## config.mk

```make
export PLATFORM = sky130hd
export DESIGN_NAME = assoc_cache
export DESIGN_NICKNAME = d
export VERILOG_FILES = /design/src/rtl/assoc_cache_pkg.sv /design/src/rtl/assoc_cache_set_array.sv /design/src/rtl/assoc_cache.sv
export SDC_FILE = /design/constraint.sdc
export NUM_CORES = 2
export LEC_CHECK = 0
export CAP_MARGIN = 20
export CORE_MARGIN = 2
export CORE_UTILIZATION = 25
export CTS_CLUSTER_DIAMETER = 120
export DETAILED_ROUTE_END_ITERATION = 8
export PLACE_DENSITY = 0.39
export SYNTH_ARGS = -nofsm -noshare
export SYNTH_HDL_FRONTEND = slang
export SYNTH_MEMORY_MAX_BITS = 65536
export SYNTH_SLANG_ARGS = --single-unit
```

## constraint.sdc

```tcl
create_clock -name clk -period 13.3 [get_ports clk]
set_input_delay 2.66 -clock clk [delete_from_list [all_inputs] [get_ports clk]]
set_output_delay 2.66 -clock clk [all_outputs]
set_load 0.03 [all_outputs]
```

## src/rtl/assoc_cache_pkg.sv

```systemverilog
// Shared types and address geometry for the LC-3b set-associative cache.
package assoc_cache_pkg;

  typedef logic [15:0]  lc3b_word;
  typedef logic [1:0]   lc3b_mem_wmask;
  typedef logic [127:0] lc3b_cacheline;

  typedef enum logic [1:0] {
    S_IDLE      = 2'd0,
    S_WRITEBACK = 2'd1,
    S_FILL      = 2'd2
  } cache_state_t;

  localparam int ADDR_W   = 16;
  localparam int OFFSET_W = 4;

endpackage

```

## src/rtl/assoc_cache_set_array.sv

```systemverilog
// One way's worth of per-set storage: asynchronous read, single write port.
module cache_set_array #(
  parameter int NUM_SETS  = 8,
  parameter int WIDTH     = 1,
  parameter bit HAS_RESET = 1'b0
) (
  input  logic                        clk,
  input  logic                        rst_n,
  input  logic                        we,
  input  logic [$clog2(NUM_SETS)-1:0] addr,
  input  logic [WIDTH-1:0]            wdata,
  output logic [WIDTH-1:0]            rdata
);

  logic [WIDTH-1:0] mem_q [NUM_SETS];

  assign rdata = mem_q[addr];

  generate
    if (HAS_RESET) begin : g_rst
      always_ff @(posedge clk or negedge rst_n) begin
        if (!rst_n) begin
          for (int i = 0; i < NUM_SETS; i++) mem_q[i] <= '0;
        end else if (we) begin
          mem_q[addr] <= wdata;
        end
      end
    end else begin : g_norst
      // Payload arrays keep their contents through reset but never load while it is held.
      always_ff @(posedge clk) begin
        if (we && rst_n) mem_q[addr] <= wdata;
      end
    end
  endgenerate

endmodule

```

## src/rtl/assoc_cache.sv

```systemverilog
// N-way set-associative write-back cache with tree pseudo-LRU replacement.
module assoc_cache import assoc_cache_pkg::*; #(
  parameter int NUM_WAYS = 4,
  parameter int NUM_SETS = 8
) (
  input  logic         clk,
  input  logic         rst_n,
  input  logic         mem_read,
  input  logic         mem_write,
  input  logic [15:0]  mem_address,
  input  logic [1:0]   mem_byte_enable,
  input  logic [15:0]  mem_wdata,
  output logic [15:0]  mem_rdata,
  output logic         mem_resp,
  output logic         pmem_read,
  output logic         pmem_write,
  output logic [15:0]  pmem_address,
  input  logic [127:0] pmem_rdata,
  output logic [127:0] pmem_wdata,
  input  logic         pmem_resp,
  output logic [15:0]  hit_count,
  output logic [15:0]  miss_count
);

  localparam int IDX_W = $clog2(NUM_SETS);
  localparam int TAG_W = ADDR_W - OFFSET_W - IDX_W;
  localparam int WAY_W = $clog2(NUM_WAYS);
  localparam int LRU_W = NUM_WAYS - 1;

  function automatic lc3b_cacheline merge_bytes(lc3b_cacheline line, logic [2:0] word,
                                                lc3b_mem_wmask be, lc3b_word wdata);
    lc3b_cacheline mask;
    lc3b_cacheline data;
    mask = {112'h0, {8{be[1]}}, {8{be[0]}}} << {word, 4'h0};
    data = {112'h0, wdata} << {word, 4'h0};
    return (line & ~mask) | (data & mask);
  endfunction

  function automatic lc3b_word read_word(lc3b_cacheline line, logic [2:0] word);
    lc3b_cacheline sh;
    sh = line >> {word, 4'h0};
    return sh[15:0];
  endfunction

  // Heap-ordered tree: node n has children 2n+1 / 2n+2; a bit of 1 points right.
  function automatic logic [WAY_W-1:0] plru_victim(logic [LRU_W-1:0] tree);
    logic [7:0] t;
    logic [2:0] n;
    logic [2:0] way;
    t = 8'(tree);
    n = 3'd0;
    way = 3'd0;
    for (int l = 0; l < WAY_W; l++) begin
      way = {way[1:0], t[n]};
      n = (n << 1) + 3'd1 + {2'b00, t[n]};
    end
    return way[WAY_W-1:0];
  endfunction

  function automatic logic [LRU_W-1:0] plru_touch(logic [LRU_W-1:0] tree, logic [WAY_W-1:0] way);
    logic [7:0] t;
    logic [2:0] n;
    logic [2:0] s;
    logic       dir;
    t = 8'(tree);
    n = 3'd0;
    for (int l = 0; l < WAY_W; l++) begin
      s = 3'(way) >> (WAY_W - 1 - l);
      dir = s[0];
      t[n] = ~dir;
      n = (n << 1) + 3'd1 + {2'b00, dir};
    end
    return t[LRU_W-1:0];
  endfunction

  function automatic logic [15:0] sat_inc(logic [15:0] v);
    return (v == 16'hFFFF) ? v : v + 16'd1;
  endfunction

  cache_state_t          state_q, state_d;
  logic [WAY_W-1:0]      victim_q, victim_d;
  logic [IDX_W-1:0]      vidx_q, vidx_d;
  logic                  refill_q, refill_d;
  logic [15:0]           hit_count_q, hit_count_d;
  logic [15:0]           miss_count_q, miss_count_d;
  logic [LRU_W-1:0]      lru_q [NUM_SETS];

  logic [TAG_W-1:0]      req_tag;
  logic [IDX_W-1:0]      req_idx, arr_idx;
  lc3b_cacheline         data_rd [NUM_WAYS];
  logic [TAG_W-1:0]      tag_rd [NUM_WAYS];
  logic [NUM_WAYS-1:0]   valid_rd, dirty_rd, hit_s;
  logic [NUM_WAYS-1:0]   data_we, tag_we, valid_we, dirty_we;
  lc3b_cacheline         data_wdata;
  logic                  dirty_wdata;
  logic [WAY_W-1:0]      hit_way, victim_s;
  logic [LRU_W-1:0]      lru_rd, lru_wdata;
  logic                  lru_we;
  logic                  unused_addr_bit;

  assign req_tag         = mem_address[15:OFFSET_W+IDX_W];
  assign req_idx         = mem_address[OFFSET_W+IDX_W-1:OFFSET_W];
  assign arr_idx         = (state_q == S_IDLE) ? req_idx : vidx_q;
  assign lru_rd          = lru_q[arr_idx];
  assign unused_addr_bit = mem_address[0];
  assign hit_count       = hit_count_q;
  assign miss_count      = miss_count_q;

  generate
    for (genvar w = 0; w < NUM_WAYS; w++) begin : g_way
      cache_set_array #(.NUM_SETS(NUM_SETS), .WIDTH(128), .HAS_RESET(1'b0)) u_data (
        .clk(clk), .rst_n(rst_n), .we(data_we[w]), .addr(arr_idx),
        .wdata(data_wdata), .rdata(data_rd[w]));
      cache_set_array #(.NUM_SETS(NUM_SETS), .WIDTH(TAG_W), .HAS_RESET(1'b0)) u_tag (
        .clk(clk), .rst_n(rst_n), .we(tag_we[w]), .addr(arr_idx),
        .wdata(req_tag), .rdata(tag_rd[w]));
      cache_set_array #(.NUM_SETS(NUM_SETS), .WIDTH(1), .HAS_RESET(1'b1)) u_valid (
        .clk(clk), .rst_n(rst_n), .we(valid_we[w]), .addr(arr_idx),
        .wdata(1'b1), .rdata(valid_rd[w]));
      cache_set_array #(.NUM_SETS(NUM_SETS), .WIDTH(1), .HAS_RESET(1'b1)) u_dirty (
        .clk(clk), .rst_n(rst_n), .we(dirty_we[w]), .addr(arr_idx),
        .wdata(dirty_wdata), .rdata(dirty_rd[w]));
      assign hit_s[w] = valid_rd[w] && (tag_rd[w] == req_tag);
    end
  endgenerate

  always_comb begin
    hit_way  = '0;
    victim_s = plru_victim(lru_rd);
    for (int w = NUM_WAYS - 1; w >= 0; w--) begin
      hit_way  = hit_s[w] ? WAY_W'(w) : hit_way;
      victim_s = valid_rd[w] ? victim_s : WAY_W'(w);
    end
  end

  // refill_q marks the response that completes a miss so it is not also counted as a hit.
  always_comb begin
    state_d      = state_q;
    victim_d     = victim_q;
    vidx_d       = vidx_q;
    refill_d     = refill_q;
    hit_count_d  = hit_count_q;
    miss_count_d = miss_count_q;
    data_we      = '0;
    tag_we       = '0;
    valid_we     = '0;
    dirty_we     = '0;
    data_wdata   = pmem_rdata;
    dirty_wdata  = 1'b0;
    lru_we       = 1'b0;
    lru_wdata    = lru_rd;
    mem_resp     = 1'b0;
    mem_rdata    = 16'h0000;
    pmem_read    = 1'b0;
    pmem_write   = 1'b0;
    pmem_address = 16'h0000;
    pmem_wdata   = '0;
    case (state_q)
      S_IDLE: begin
        refill_d = 1'b0;
        if ((mem_read || mem_write) && (|hit_s)) begin
          mem_resp    = 1'b1;
          lru_we      = 1'b1;
          lru_wdata   = plru_touch(lru_rd, hit_way);
          hit_count_d = refill_q ? hit_count_q : sat_inc(hit_count_q);
          if (mem_write) begin
            data_we[hit_way]  = 1'b1;
            data_wdata        = merge_bytes(data_rd[hit_way], mem_address[3:1],
                                            mem_byte_enable, mem_wdata);
            dirty_we[hit_way] = 1'b1;
            dirty_wdata       = 1'b1;
          end else begin
            mem_rdata = read_word(data_rd[hit_way], mem_address[3:1]);
          end
        end else if (mem_read || mem_write) begin
          victim_d     = victim_s;
          vidx_d       = req_idx;
          miss_count_d = sat_inc(miss_count_q);
          state_d      = (valid_rd[victim_s] && dirty_rd[victim_s]) ? S_WRITEBACK : S_FILL;
        end else begin
          state_d = S_IDLE;
        end
      end
      S_WRITEBACK: begin
        pmem_write   = 1'b1;
        pmem_address = {tag_rd[victim_q], vidx_q, 4'h0};
        pmem_wdata   = data_rd[victim_q];
        state_d      = pmem_resp ? S_FILL : S_WRITEBACK;
      end
      S_FILL: begin
        pmem_read    = 1'b1;
        pmem_address = {mem_address[15:4], 4'h0};
        if (pmem_resp) begin
          data_we[victim_q]  = 1'b1;
          tag_we[victim_q]   = 1'b1;
          valid_we[victim_q] = 1'b1;
          dirty_we[victim_q] = 1'b1;
          lru_we             = 1'b1;
          lru_wdata          = plru_touch(lru_rd, victim_q);
          refill_d           = 1'b1;
          state_d            = S_IDLE;
        end else begin
          state_d = S_FILL;
        end
      end
      default: state_d = S_IDLE;
    endcase
  end

  always_ff @(posedge clk or negedge rst_n) begin
    if (!rst_n) begin
      state_q      <= S_IDLE;
      victim_q     <= '0;
      vidx_q       <= '0;
      refill_q     <= 1'b0;
      hit_count_q  <= 16'h0000;
      miss_count_q <= 16'h0000;
      for (int i = 0; i < NUM_SETS; i++) lru_q[i] <= '0;
    end else begin
      state_q      <= state_d;
      victim_q     <= victim_d;
      vidx_q       <= vidx_d;
      refill_q     <= refill_d;
      hit_count_q  <= hit_count_d;
      miss_count_q <= miss_count_d;
      if (lru_we) lru_q[arr_idx] <= lru_wdata;
    end
  end

endmodule

```

==> impl_metrics.json <==
{
  "violations": "design-rule violations",
  "layout_common_cells": "4,384 x edfxtp_1, 1,352 x nand2_1, 892 x a21oi_1",
  "die_area_um2": 725000,
  "clock_path_buffers": 4,
  "postPlaceCellArea_um2": 200000,
  "cellPowerDensity_nw_per_um2": 230,
  "setup_viol": 0,
  "hold_viol_final": 0,
  "start_kind": "input port",
  "io_pins": 362,
  "ys_async_sr_fraction": 0.0284,
  "critPathMaxStageDelay_ns": 0.90,
  "synth_seq_cells": 4512,
  "cts.sinks": 4512,
  "start_util": 0.251,
  "path_class": "in -> out",
  "cts_resized": 0,
  "ant_nets": 0,
  "root_buffer": "clkbuf_16",
  "synth_area_um2": 179000,
  "cts-hold-fix-buffers": 0,
  "grt_antenna_before_repair": 83,
  "required_ns": 10.64,
  "core_um2": 716000,
  "vias": 121492,
  "path_cells": "clkdlybuf4s50_1 -> mux2_8 -> buf_4 -> mux4_2 -> mux2i_4 -> xor2_1 -> o2111ai_1 -> or4_4 -> nor2_8 -> buf_4 -> buf_4 -> nand2_1 -> a31oi_1 -> nor3_1 -> a221oi_1 -> o2111ai_1 -> buf_4",
  "crit_top_cell": "buf_4",
  "final.setup.tns_ns": 0,
  "clock_latency_ns": 1.15,
  "drt_iter0_markers": 17583,
  "crit_fanout": 55,
  "fin_skew_ns": 0.100,
  "synth_edf_count": 4384,
  "grtUsageTotal": 0.238,
  "rows": 311,
  "htreeDepth": 6,
  "cap_viol_max_count": 0,
  "min_period_ns": 12.83,
  "slew-limit-headroom": 0.110,
  "die-width_um": 851,
  "port_buffers": 356,
  "final_area_um2": 216000,
  "grt_setup_unrepaired": "false",
  "crit_slowest_cell": "a221oi_1",
  "outcome": "complete, but fails checks",
  "grt_start_max_net_pins": 83,
  "wl_um": 898000,
  "ys_seq_area_frac": 0.751,
  "grt.overflow.total": 0,
  "ys_types": 108,
  "synthFlopType": "edfxtp_1",
  "syn_to_final_growth_pct": 20.6,
  "hold_path_class": "reg -> reg",
  "grt_pass1_vias": 113020,
  "wl_per_cell_um": 40.1,
  "cts_setup_buffers": 0,
  "critical_path_arrival_ns": 10.17,
  "post_drt_via_cell_ratio": 5.43,
  "firstDrtPassIters": 9,
  "tightest_slew_ns": 1.33,
  "nets": 12544,
  "grt_pass1_wl_um": 1160000,
  "drc": 4,
  "dp_hpwl_um": 535000,
  "syn_area_per_cell_um2": 15.5,
  "slew_violations": 0,
  "total_leakage_power_nw": 68.5,
  "ir_worst_vdd_mv": 0.199,
  "cts.clk_slew.worst_paths_ns": 0.05,
  "critPathCaptureType": "output pin",
  "cts_tree": "yes",
  "drive_above_1_share": 0.149,
  "synthCells": 11602,
  "yosys_warnings": 0,
  "cts_made_buffers": 532,
  "gp_congestion": 0.883,
  "max_freq_mhz": 77.9,
  "final_common_cell": "edfxtp_1",
  "die_h_um": 851,
  "post-route-period-util": 0.965
}
report_power, final:
group	switching [mW]	leakage [nW]	internal, mW	total, mW
logic	14.5	19.4	5.07	19.6
clock network	6.20	7.99	7.98	14.2
registers	0.110	41.1	15.9	16.0
registers in the layout, indices dropped and copies added, names as in the netlist:
register	count
g_way.u_data.mem_q	4096
g_way.u_tag.mem_q	288
g_way.u_dirty.mem_q	32
g_way.u_valid.mem_q	32
lru_q	24
hit_count	16
miss_count	16
vidx_q	3
state_q	2
victim_q	2
refill_q	1
layer usage:
metal / part of all wire / vias to the layer above / GRT usage
met4: 0.050 / 20 / 0.0995
met3: 0.081 / 1376 / 0.0460
met1: 0.42 / 65697 / 0.323
li1: - / 48014 / -
met5: 0.00024 / - / 0.00118
met2: 0.45 / 6385 / 0.372
cell type report:
| cell class | count | area [um^2] |
|---|---|---|
| sequential | 4512 | 135000 |
| tap | 9546 | 11900 |
| clock buffer | 694 | 14100 |
| timing repair buffer | 1042 | 10500 |
| inverter | 31 | 124 |
| fill | 71229 | 500000 |
| antenna | 47 | 118 |
| clock inverter | 250 | 2280 |
| multi-input combinational | 6251 | 42400 |
synthesized netlist by cell type, drive strengths merged (57+ instances only):
library cell	n	area (um^2)
o22ai	76	489
a22oi	825	6200
a221oi	293	2580
and3	168	1050
nor2b	116	726
mux2	74	841
edfxtp	4384	132000
nand2	1364	5130
a31oi	57	378
nor3	65	394
buf	353	1640
clkbuf	458	1720
a21oi	928	4670
mux4	173	3900
o21ai	320	1620
mux2i	208	2110
nand4	73	457
dfrtp	128	3200
nand3	160	816
a211oi	192	1450
nor2	361	1410
a22o	177	1550
critical path: cells and delay by family:
family / cells / cell delay [ns]
AO/OA/AOI/OAI: 4 / 2.09
multiplexers: 3 / 1.43
AND/OR/NAND/NOR: 4 / 1.35
buffers and inverters: 5 / 2.17
XOR/XNOR: 1 / 0.30
stage by stage:
stage	instances	utilization	setup WS (ns)	hold slack [ns]	power (mW)
global route	22345	0.302	0.533	0.462	50.8
finish	22373	0.302	0.467	0.450	49.8
detailed placement	21366	0.279	0.681	0.439	35.6
global placement	21333	0.278	0.605	0.434	35.7
floorplan	11605	-	1.70	0.422	25.1
CTS	22310	0.301	0.657	0.452	49.7
final timing paths:
path / from / end / slack, ns / depth (start not counted)
max: mem_address[4] / mem_rdata[11] / 0.47 / 17
min: g_way[0].u_valid.mem_q[5] / g_way[0].u_valid.mem_q[5] / 0.45 / 1
max reg2reg: state_q[0] / g_way[2].u_data.mem_q[1][12] / 4.17 / 18
min reg2reg: g_way[0].u_valid.mem_q[5] / g_way[0].u_valid.mem_q[5] / 0.45 / 1
max in group asynchronous: rst_n / victim_q[1] / 10.49 / 2
min in group asynchronous: rst_n / g_way[1].u_valid.mem_q[3] / 1.59 / 1
logic make-up after synthesis:
kind of cell / count (synthesis) / synth area share
flops: 4512 / 0.751
simple gates: 2451 / 0.0618
fa+ha+maj: 7 / 0.000488
mux: 455 / 0.0382
buf+inv: 842 / 0.0193
other cells: 1 / 0.0000209
compound gates: 3275 / 0.126
xor+xnor: 59 / 0.00288
(Power assumes the default switching activity.)
